File: src/rtl/nn_ram_arbiter_if.sv
// Shared-RAM arbiter bundle: NN engine port, CPU port and the single RAM port.
// Zero latency itself; it only groups signals. The arbiter uses the slave side.
// Backpressure: NN sees nn_gnt and stalls. The CPU holds its request until cpu_ack.
interface nn_ram_arbiter_if #(
    parameter int ADDR_W = 10,
    parameter int DATA_W = 8
);
    // NN engine side
    logic              nn_req;
    logic              nn_we;
    logic              nn_lock;
    logic [ADDR_W-1:0] nn_addr;
    logic [DATA_W-1:0] nn_wd;
    logic              nn_gnt;
    logic [DATA_W-1:0] nn_rd;

    // CPU side
    logic              cpu_req;
    logic              cpu_we;
    logic [ADDR_W-1:0] cpu_addr;
    logic [DATA_W-1:0] cpu_wd;
    logic              cpu_ack;
    logic [DATA_W-1:0] cpu_rd;

    // Shared RAM port (asynchronous read)
    logic [ADDR_W-1:0] RAM_address;
    logic [DATA_W-1:0] RAM_wd;
    logic              RAM_we;
    logic [DATA_W-1:0] RAM_rd;

    modport slave (
        input  nn_req, nn_we, nn_lock, nn_addr, nn_wd,
        input  cpu_req, cpu_we, cpu_addr, cpu_wd,
        input  RAM_rd,
        output nn_gnt, nn_rd, cpu_ack, cpu_rd,
        output RAM_address, RAM_wd, RAM_we
    );

    modport master (
        output nn_req, nn_we, nn_lock, nn_addr, nn_wd,
        output cpu_req, cpu_we, cpu_addr, cpu_wd,
        output RAM_rd,
        input  nn_gnt, nn_rd, cpu_ack, cpu_rd,
        input  RAM_address, RAM_wd, RAM_we
    );
endinterface

File: src/rtl/nn_ram_arbiter.sv
// Shared-RAM arbiter between an NN engine (burst lock) and a CPU (single accesses).
// Latency: NN owns RAM one cycle after the request. A CPU access takes 1 cycle, and cpu_ack follows it.
// Backpressure: NN stalls while nn_gnt=0. The CPU holds its request until cpu_ack.
// NN_ARB_STARVE_GUARD_EN enables the CPU wait counter, which can preempt a locked NN burst.
module nn_ram_arbiter #(
    parameter int ADDR_W   = 10,
    parameter int DATA_W   = 8,
    parameter int MAX_WAIT = 16
) (
    input  logic              clk,
    input  logic              reset,
    nn_ram_arbiter_if.slave   bus
);

    if (MAX_WAIT < 1 || MAX_WAIT > 255) begin : g_max_wait_range
        $error("MAX_WAIT must be within 1..255");
    end

    typedef enum logic [1:0] {
        IDLE    = 2'd0,
        NN_OWN  = 2'd1,
        CPU_OWN = 2'd2
    } state_t;

    state_t            state;
    state_t            state_nxt;
    logic              cpu_ack_q;
    logic [DATA_W-1:0] cpu_rd_q;
    logic              cpu_req_eff;
    logic              starve;
    logic [ADDR_W-1:0] ram_address;
    logic [DATA_W-1:0] ram_wd;
    logic              ram_we;

    // The CPU still holds req during its ack cycle; that is not a new request.
    assign cpu_req_eff = bus.cpu_req & ~cpu_ack_q;

`ifdef NN_ARB_STARVE_GUARD_EN
    localparam logic [7:0] WAIT_LIMIT = 8'(MAX_WAIT);
    logic [7:0] wait_cnt;
    assign starve = cpu_req_eff && (wait_cnt == WAIT_LIMIT);
`else
    assign starve = 1'b0;
`endif

    // Next-owner selection; NN wins ties out of IDLE.
    always_comb begin
        state_nxt = state;
        case (state)
            IDLE: begin
                if (bus.nn_req)       state_nxt = NN_OWN;
                else if (cpu_req_eff) state_nxt = CPU_OWN;
                else                  state_nxt = IDLE;
            end
            NN_OWN: begin
                if (bus.nn_lock)      state_nxt = starve ? CPU_OWN : NN_OWN;
                else if (cpu_req_eff) state_nxt = CPU_OWN;
                else if (bus.nn_req)  state_nxt = NN_OWN;
                else                  state_nxt = IDLE;
            end
            // cpu_req seen here is the access just served, so it never re-enters CPU_OWN.
            CPU_OWN: begin
                if (bus.nn_req)       state_nxt = NN_OWN;
                else                  state_nxt = IDLE;
            end
            default:                  state_nxt = IDLE;
        endcase
    end

    // State, CPU completion and wait counter registers.
    always_ff @(posedge clk) begin
        if (!reset) begin
            state     <= IDLE;
            cpu_ack_q <= 1'b0;
            cpu_rd_q  <= '0;
`ifdef NN_ARB_STARVE_GUARD_EN
            wait_cnt  <= 8'd0;
`endif
        end else begin
            state     <= state_nxt;
            cpu_ack_q <= (state == CPU_OWN);
            if (state == CPU_OWN && !bus.cpu_we) begin
                cpu_rd_q <= bus.RAM_rd;
            end
`ifdef NN_ARB_STARVE_GUARD_EN
            if (state_nxt == CPU_OWN) begin
                wait_cnt <= 8'd0;
            end else if (cpu_req_eff && state != CPU_OWN && wait_cnt != WAIT_LIMIT) begin
                wait_cnt <= wait_cnt + 8'd1;
            end
`endif
        end
    end

    // RAM port follows the current owner only; idle drives zeros.
    always_comb begin
        ram_address = '0;
        ram_wd      = '0;
        ram_we      = 1'b0;
        case (state)
            NN_OWN: begin
                ram_address = bus.nn_addr;
                ram_wd      = bus.nn_wd;
                ram_we      = bus.nn_we;
            end
            CPU_OWN: begin
                ram_address = bus.cpu_addr;
                ram_wd      = bus.cpu_wd;
                ram_we      = bus.cpu_we;
            end
            default: begin
                ram_address = '0;
                ram_wd      = '0;
                ram_we      = 1'b0;
            end
        endcase
    end

    assign bus.RAM_address = ram_address;
    assign bus.RAM_wd      = ram_wd;
    assign bus.RAM_we      = ram_we;
    assign bus.nn_gnt      = (state == NN_OWN);
    assign bus.nn_rd       = bus.RAM_rd;
    assign bus.cpu_ack     = cpu_ack_q;
    assign bus.cpu_rd      = cpu_rd_q;

endmodule

File: src/flat_wrapper.sv
// flat-port wrapper written by rule: the top's interface ports become plain ports
module nn_ram_arbiter_flat 
#(
    parameter int ADDR_W   = 10,
    parameter int DATA_W   = 8,
    parameter int MAX_WAIT = 16
)
  (clk, reset, bus_nn_req, bus_nn_we, bus_nn_lock, bus_nn_addr, bus_nn_wd, bus_cpu_req, bus_cpu_we, bus_cpu_addr, bus_cpu_wd, bus_RAM_rd, bus_nn_gnt, bus_nn_rd, bus_cpu_ack, bus_cpu_rd, bus_RAM_address, bus_RAM_wd, bus_RAM_we);
  nn_ram_arbiter_if #(.ADDR_W(ADDR_W), .DATA_W(DATA_W)) bus_i ();
  input  logic clk;
  input  logic reset;
  input wire logic [$bits(bus_i.nn_req)-1:0] bus_nn_req;
  input wire logic [$bits(bus_i.nn_we)-1:0] bus_nn_we;
  input wire logic [$bits(bus_i.nn_lock)-1:0] bus_nn_lock;
  input wire logic [$bits(bus_i.nn_addr)-1:0] bus_nn_addr;
  input wire logic [$bits(bus_i.nn_wd)-1:0] bus_nn_wd;
  input wire logic [$bits(bus_i.cpu_req)-1:0] bus_cpu_req;
  input wire logic [$bits(bus_i.cpu_we)-1:0] bus_cpu_we;
  input wire logic [$bits(bus_i.cpu_addr)-1:0] bus_cpu_addr;
  input wire logic [$bits(bus_i.cpu_wd)-1:0] bus_cpu_wd;
  input wire logic [$bits(bus_i.RAM_rd)-1:0] bus_RAM_rd;
  output wire logic [$bits(bus_i.nn_gnt)-1:0] bus_nn_gnt;
  output wire logic [$bits(bus_i.nn_rd)-1:0] bus_nn_rd;
  output wire logic [$bits(bus_i.cpu_ack)-1:0] bus_cpu_ack;
  output wire logic [$bits(bus_i.cpu_rd)-1:0] bus_cpu_rd;
  output wire logic [$bits(bus_i.RAM_address)-1:0] bus_RAM_address;
  output wire logic [$bits(bus_i.RAM_wd)-1:0] bus_RAM_wd;
  output wire logic [$bits(bus_i.RAM_we)-1:0] bus_RAM_we;
  assign bus_i.nn_req = bus_nn_req;
  assign bus_i.nn_we = bus_nn_we;
  assign bus_i.nn_lock = bus_nn_lock;
  assign bus_i.nn_addr = bus_nn_addr;
  assign bus_i.nn_wd = bus_nn_wd;
  assign bus_i.cpu_req = bus_cpu_req;
  assign bus_i.cpu_we = bus_cpu_we;
  assign bus_i.cpu_addr = bus_cpu_addr;
  assign bus_i.cpu_wd = bus_cpu_wd;
  assign bus_i.RAM_rd = bus_RAM_rd;
  assign bus_nn_gnt = bus_i.nn_gnt;
  assign bus_nn_rd = bus_i.nn_rd;
  assign bus_cpu_ack = bus_i.cpu_ack;
  assign bus_cpu_rd = bus_i.cpu_rd;
  assign bus_RAM_address = bus_i.RAM_address;
  assign bus_RAM_wd = bus_i.RAM_wd;
  assign bus_RAM_we = bus_i.RAM_we;
  nn_ram_arbiter #(.ADDR_W(ADDR_W), .DATA_W(DATA_W), .MAX_WAIT(MAX_WAIT)) u_core (.clk(clk), .reset(reset), .bus(bus_i));
endmodule
File: config.mk
export PLATFORM = sky130hd
export DESIGN_NAME = nn_ram_arbiter_flat
export DESIGN_NICKNAME = d
export VERILOG_FILES = /design/src/rtl/nn_ram_arbiter_if.sv /design/src/rtl/nn_ram_arbiter.sv /design/src/flat_wrapper.sv
export SDC_FILE = /design/constraint.sdc
export NUM_CORES = 1
export LEC_CHECK = 0
export CAP_MARGIN = 20
export CELL_PAD_IN_SITES_DETAIL_PLACEMENT = 1
export CELL_PAD_IN_SITES_GLOBAL_PLACEMENT = 2
export CORE_MARGIN = 10
export CORE_UTILIZATION = 32
export CTS_BUF_LIST = sky130_fd_sc_hd__clkbuf_2 sky130_fd_sc_hd__clkbuf_4 sky130_fd_sc_hd__clkbuf_8
export DETAILED_ROUTE_END_ITERATION = 16
export DONT_BUFFER_PORTS = 1
export GPL_ROUTABILITY_DRIVEN = 0
export PLACE_DENSITY = 0.85
export SLEW_MARGIN = 20
export SYNTH_ARGS = -nofsm -noshare
export SYNTH_HDL_FRONTEND = slang
export SYNTH_SLANG_ARGS = --single-unit
File: constraint.sdc
create_clock -name clk -period 2.9 [get_ports clk]
set_input_delay 0.58 -clock clk [delete_from_list [all_inputs] [get_ports clk]]
set_output_delay 0.58 -clock clk [all_outputs]
set_load 0.005 [all_outputs]
==> results.cfg <==
[outcome]
result_of_the_run = completed

[min_path]
holdPathStages = 1
hold-path-endpoint = u_core.bus.cpu_ack
hold_path.startpoint = reset
min-delay-path-class = primary input to register

[global_route]
grt_first_pass_wirelength_um = 4110
globalRouteOverflowTotal = 0
antenna_found_initial = 0
grt_max_degree = 24
grt_usage_pct = 9.69
grt_pass1_vias = 823

[logic_synthesis]
ys_types = 18
synthesis.area_per_instance_sq_um = 8.56
postSynth.topFlopCell = sky130_fd_sc_hd__dfxtp_1
postSynthNetCount = 152
synthesis.yosys.warnings = 0
netlist.top_cell.by_area = sky130_fd_sc_hd__dfxtp_1
synth_top_cell_area_share_pct = 26.5
post_synth_inst_count = 97
synth_commonest_cells = sky130_fd_sc_hd__nor2b_1, sky130_fd_sc_hd__a22oi_1, sky130_fd_sc_hd__dfxtp_1
post-synth-top-count-cell = sky130_fd_sc_hd__nor2b_1
synth_top_cells_by_area = sky130_fd_sc_hd__dfxtp_1, sky130_fd_sc_hd__nor2b_1, sky130_fd_sc_hd__a22oi_1
syn-cell-area_sq_um = 831
async_flop_share_pct = 0
synth_enable_flop_cells = 0
synth_seq_area_share_pct = 26.5
count_of_state_elements_after_synthesis = 11

[critical_path]
reg2reg_slack_ns = 0.93
cp_cell_sequence = inv_1 -> ha_1 -> a22oi_1 -> nor2b_1
crit_buf_inv = 1
critical_path.reg2reg.endpoint = u_core.bus.cpu_rd[4]
worstSetupStartpointType = register
worst_path_largest_cell_delay_ns = 0.68
path_depth = 4
reg2reg_from = u_core.state[0]
reg2reg_depth = 5
critPathCaptureType = output pin
timing.setup.critical_path_class = register to output pin
cpMaxStageDelayCell = sky130_fd_sc_hd__ha_1
critPathArrivalTime_ns = 1.80
wp_data_required_ns = 2.32
path_max_fanout = 23
timing.critical_path.max_delay_family = adder cells

[detailed_routing]
vias_per_inst = 5.77
final_antenna_violating_net_count = 0
detail_route.wl_per_cell_um = 22.3
drc = 0
drt_iter0_markers = 9
route.vias.total = 675
drt_pass1_iterations = 4
routed_wirelength_um = 2610

[power]
power.density_mw_per_mm2 = 439
cellLeakagePower_nw = 0.244
power.ir.vdd_worst_v = 0.000218

[sta]
totalNegativeSetupSlack_ns = 0
rsz_0062_raised_after_global_routing = false
worst_case_setup_margin_in_the_final_layout_ns = 0.517
final_max_slew_viol_count = 0
worst_clock_skew_ns = 0.00490
fmax_mhz = 420
period_needed_ns = 2.38
slew-limit-headroom_pct = 46.2
worstMarginPinSlew_ns = 0.807
timing_hold_violations_final = 0
setup_viol = 0
portion_of_the_clock_cycle_consumed_by_the_worst_path_in_the_final_layout_pct = 82.2

[cells_and_area]
syn2layout_area_growth_pct = -3.31
diodes = 0
drive_above_1_share_pct = 4.60
final_cell_count_no_fill = 117
finalNetCount = 143

[floorplanning]
die_w_um = 71.0
floorplan.initialDensity_pct = 33.5
core_area_sq_mm = 0.00248
ios = 88
die-area_sq_mm = 0.00503
num_rows = 18
y_dimension_of_the_die_um = 71.0

[clocking]
clkTransAtPathRegs_ns = 0.07
clock_latency_on_the_worst_skew_pair_ns = 0.26
cts_tree = built
cts_root_buffer = sky130_fd_sc_hd__clkbuf_4
post_cts_resize_count = 0
cts_post_setup_buffers_inserted = 0
cts.htree.levels = 1
cts_buffers = 3
cts.sink_count = 11
ctsHoldBuffers = 0
clock_tree.buffer_depth = 2

[placed_design]
port-buffer-count = 0
dp.cells = 113
place_worst_setup_slack_ns = 0.778
post-dp-hpwl_um = 2190

[run]
max_cap_violations = 0
## power by group
part	internal (mW)	leakage (nW)	switching [mW]
clock network	0.0624	0.0184	0.0481
registers	0.156	0.0892	0.00404
logic	0.0379	0.137	0.0444
## worst max path at each step
stage,startpoint,end,slack (ns)
4_1_cts,u_core.state[1],bus_RAM_wd[3],0.48
2_1_floorplan,u_core.state[0],bus_RAM_address[0],1.20
3_3_place_gp,u_core.state[1],bus_RAM_address[4],0.90
3_5_place_dp,u_core.state[1],bus_RAM_wd[3],0.78
6_report,u_core.state[1],bus_RAM_wd[3],0.52
5_1_grt,u_core.state[1],bus_RAM_address[4],0.28
## cell usage in the layout (no fill, tap or decap)
| master | instances |
|---|---|
| sky130_fd_sc_hd__a22oi_1 | 20 |
| sky130_fd_sc_hd__nand3_1 | 1 |
| sky130_fd_sc_hd__o21ai_0 | 1 |
| sky130_fd_sc_hd__nor3_1 | 1 |
| sky130_fd_sc_hd__ha_1 | 4 |
| sky130_fd_sc_hd__and2b_1 | 1 |
| sky130_fd_sc_hd__nor2b_1 | 27 |
| sky130_fd_sc_hd__nand2b_1 | 2 |
| sky130_fd_sc_hd__inv_1 | 4 |
| sky130_fd_sc_hd__and2_1 | 1 |
| sky130_fd_sc_hd__nand2_1 | 1 |
| sky130_fd_sc_hd__clkbuf_4 | 4 |
| sky130_fd_sc_hd__mux2i_1 | 8 |
| sky130_fd_sc_hd__dfxtp_1 | 11 |
| sky130_fd_sc_hd__a31oi_1 | 1 |
## per-stage QoR
stage	total power [mW]	util, %	instance area, sq um	hold WS, ns
2_1_floorplan	0.243	-	831	0.507
3_3_place_gp	0.243	31.2	773	0.536
3_5_place_dp	0.248	31.2	773	0.547
4_1_cts	0.361	32.4	803	0.442
5_1_grt	0.379	32.4	803	0.437
6_report	0.353	32.4	803	0.448
## flip-flops by register name, summed over array words and instances (netlist names)
name                cells
u_core.bus.cpu_rd       8
u_core.bus.cpu_ack      1
u_core.state            2
## kinds of logic after synthesis
group / share of synthesized area [%]
buffers and inverters: 13.3
DFF: 26.5
adders and majority gates: 6.02
and+or+nand+nor: 25.1
AOI/OAI and AO/OA: 19.4
muxes: 9.64
## routing by layer
layer	part of all wire, %	routed length [um]	global-route usage [%]
met5	0	0	0
met4	0.84	22	3.23
met1	32	833	8.46
met3	15	404	5.86
met2	52	1350	17.9
## area by class of cell
type,instances,area (sq um)
Clock buffer,4,30.0
Fill cell,315,1670
Inverter,4,15.0
Multi-Input combinational cell,68,500
Sequential cell,11,220
Tap cell,30,37.5
No activity file was read; power rests on OpenSTA's default activity.
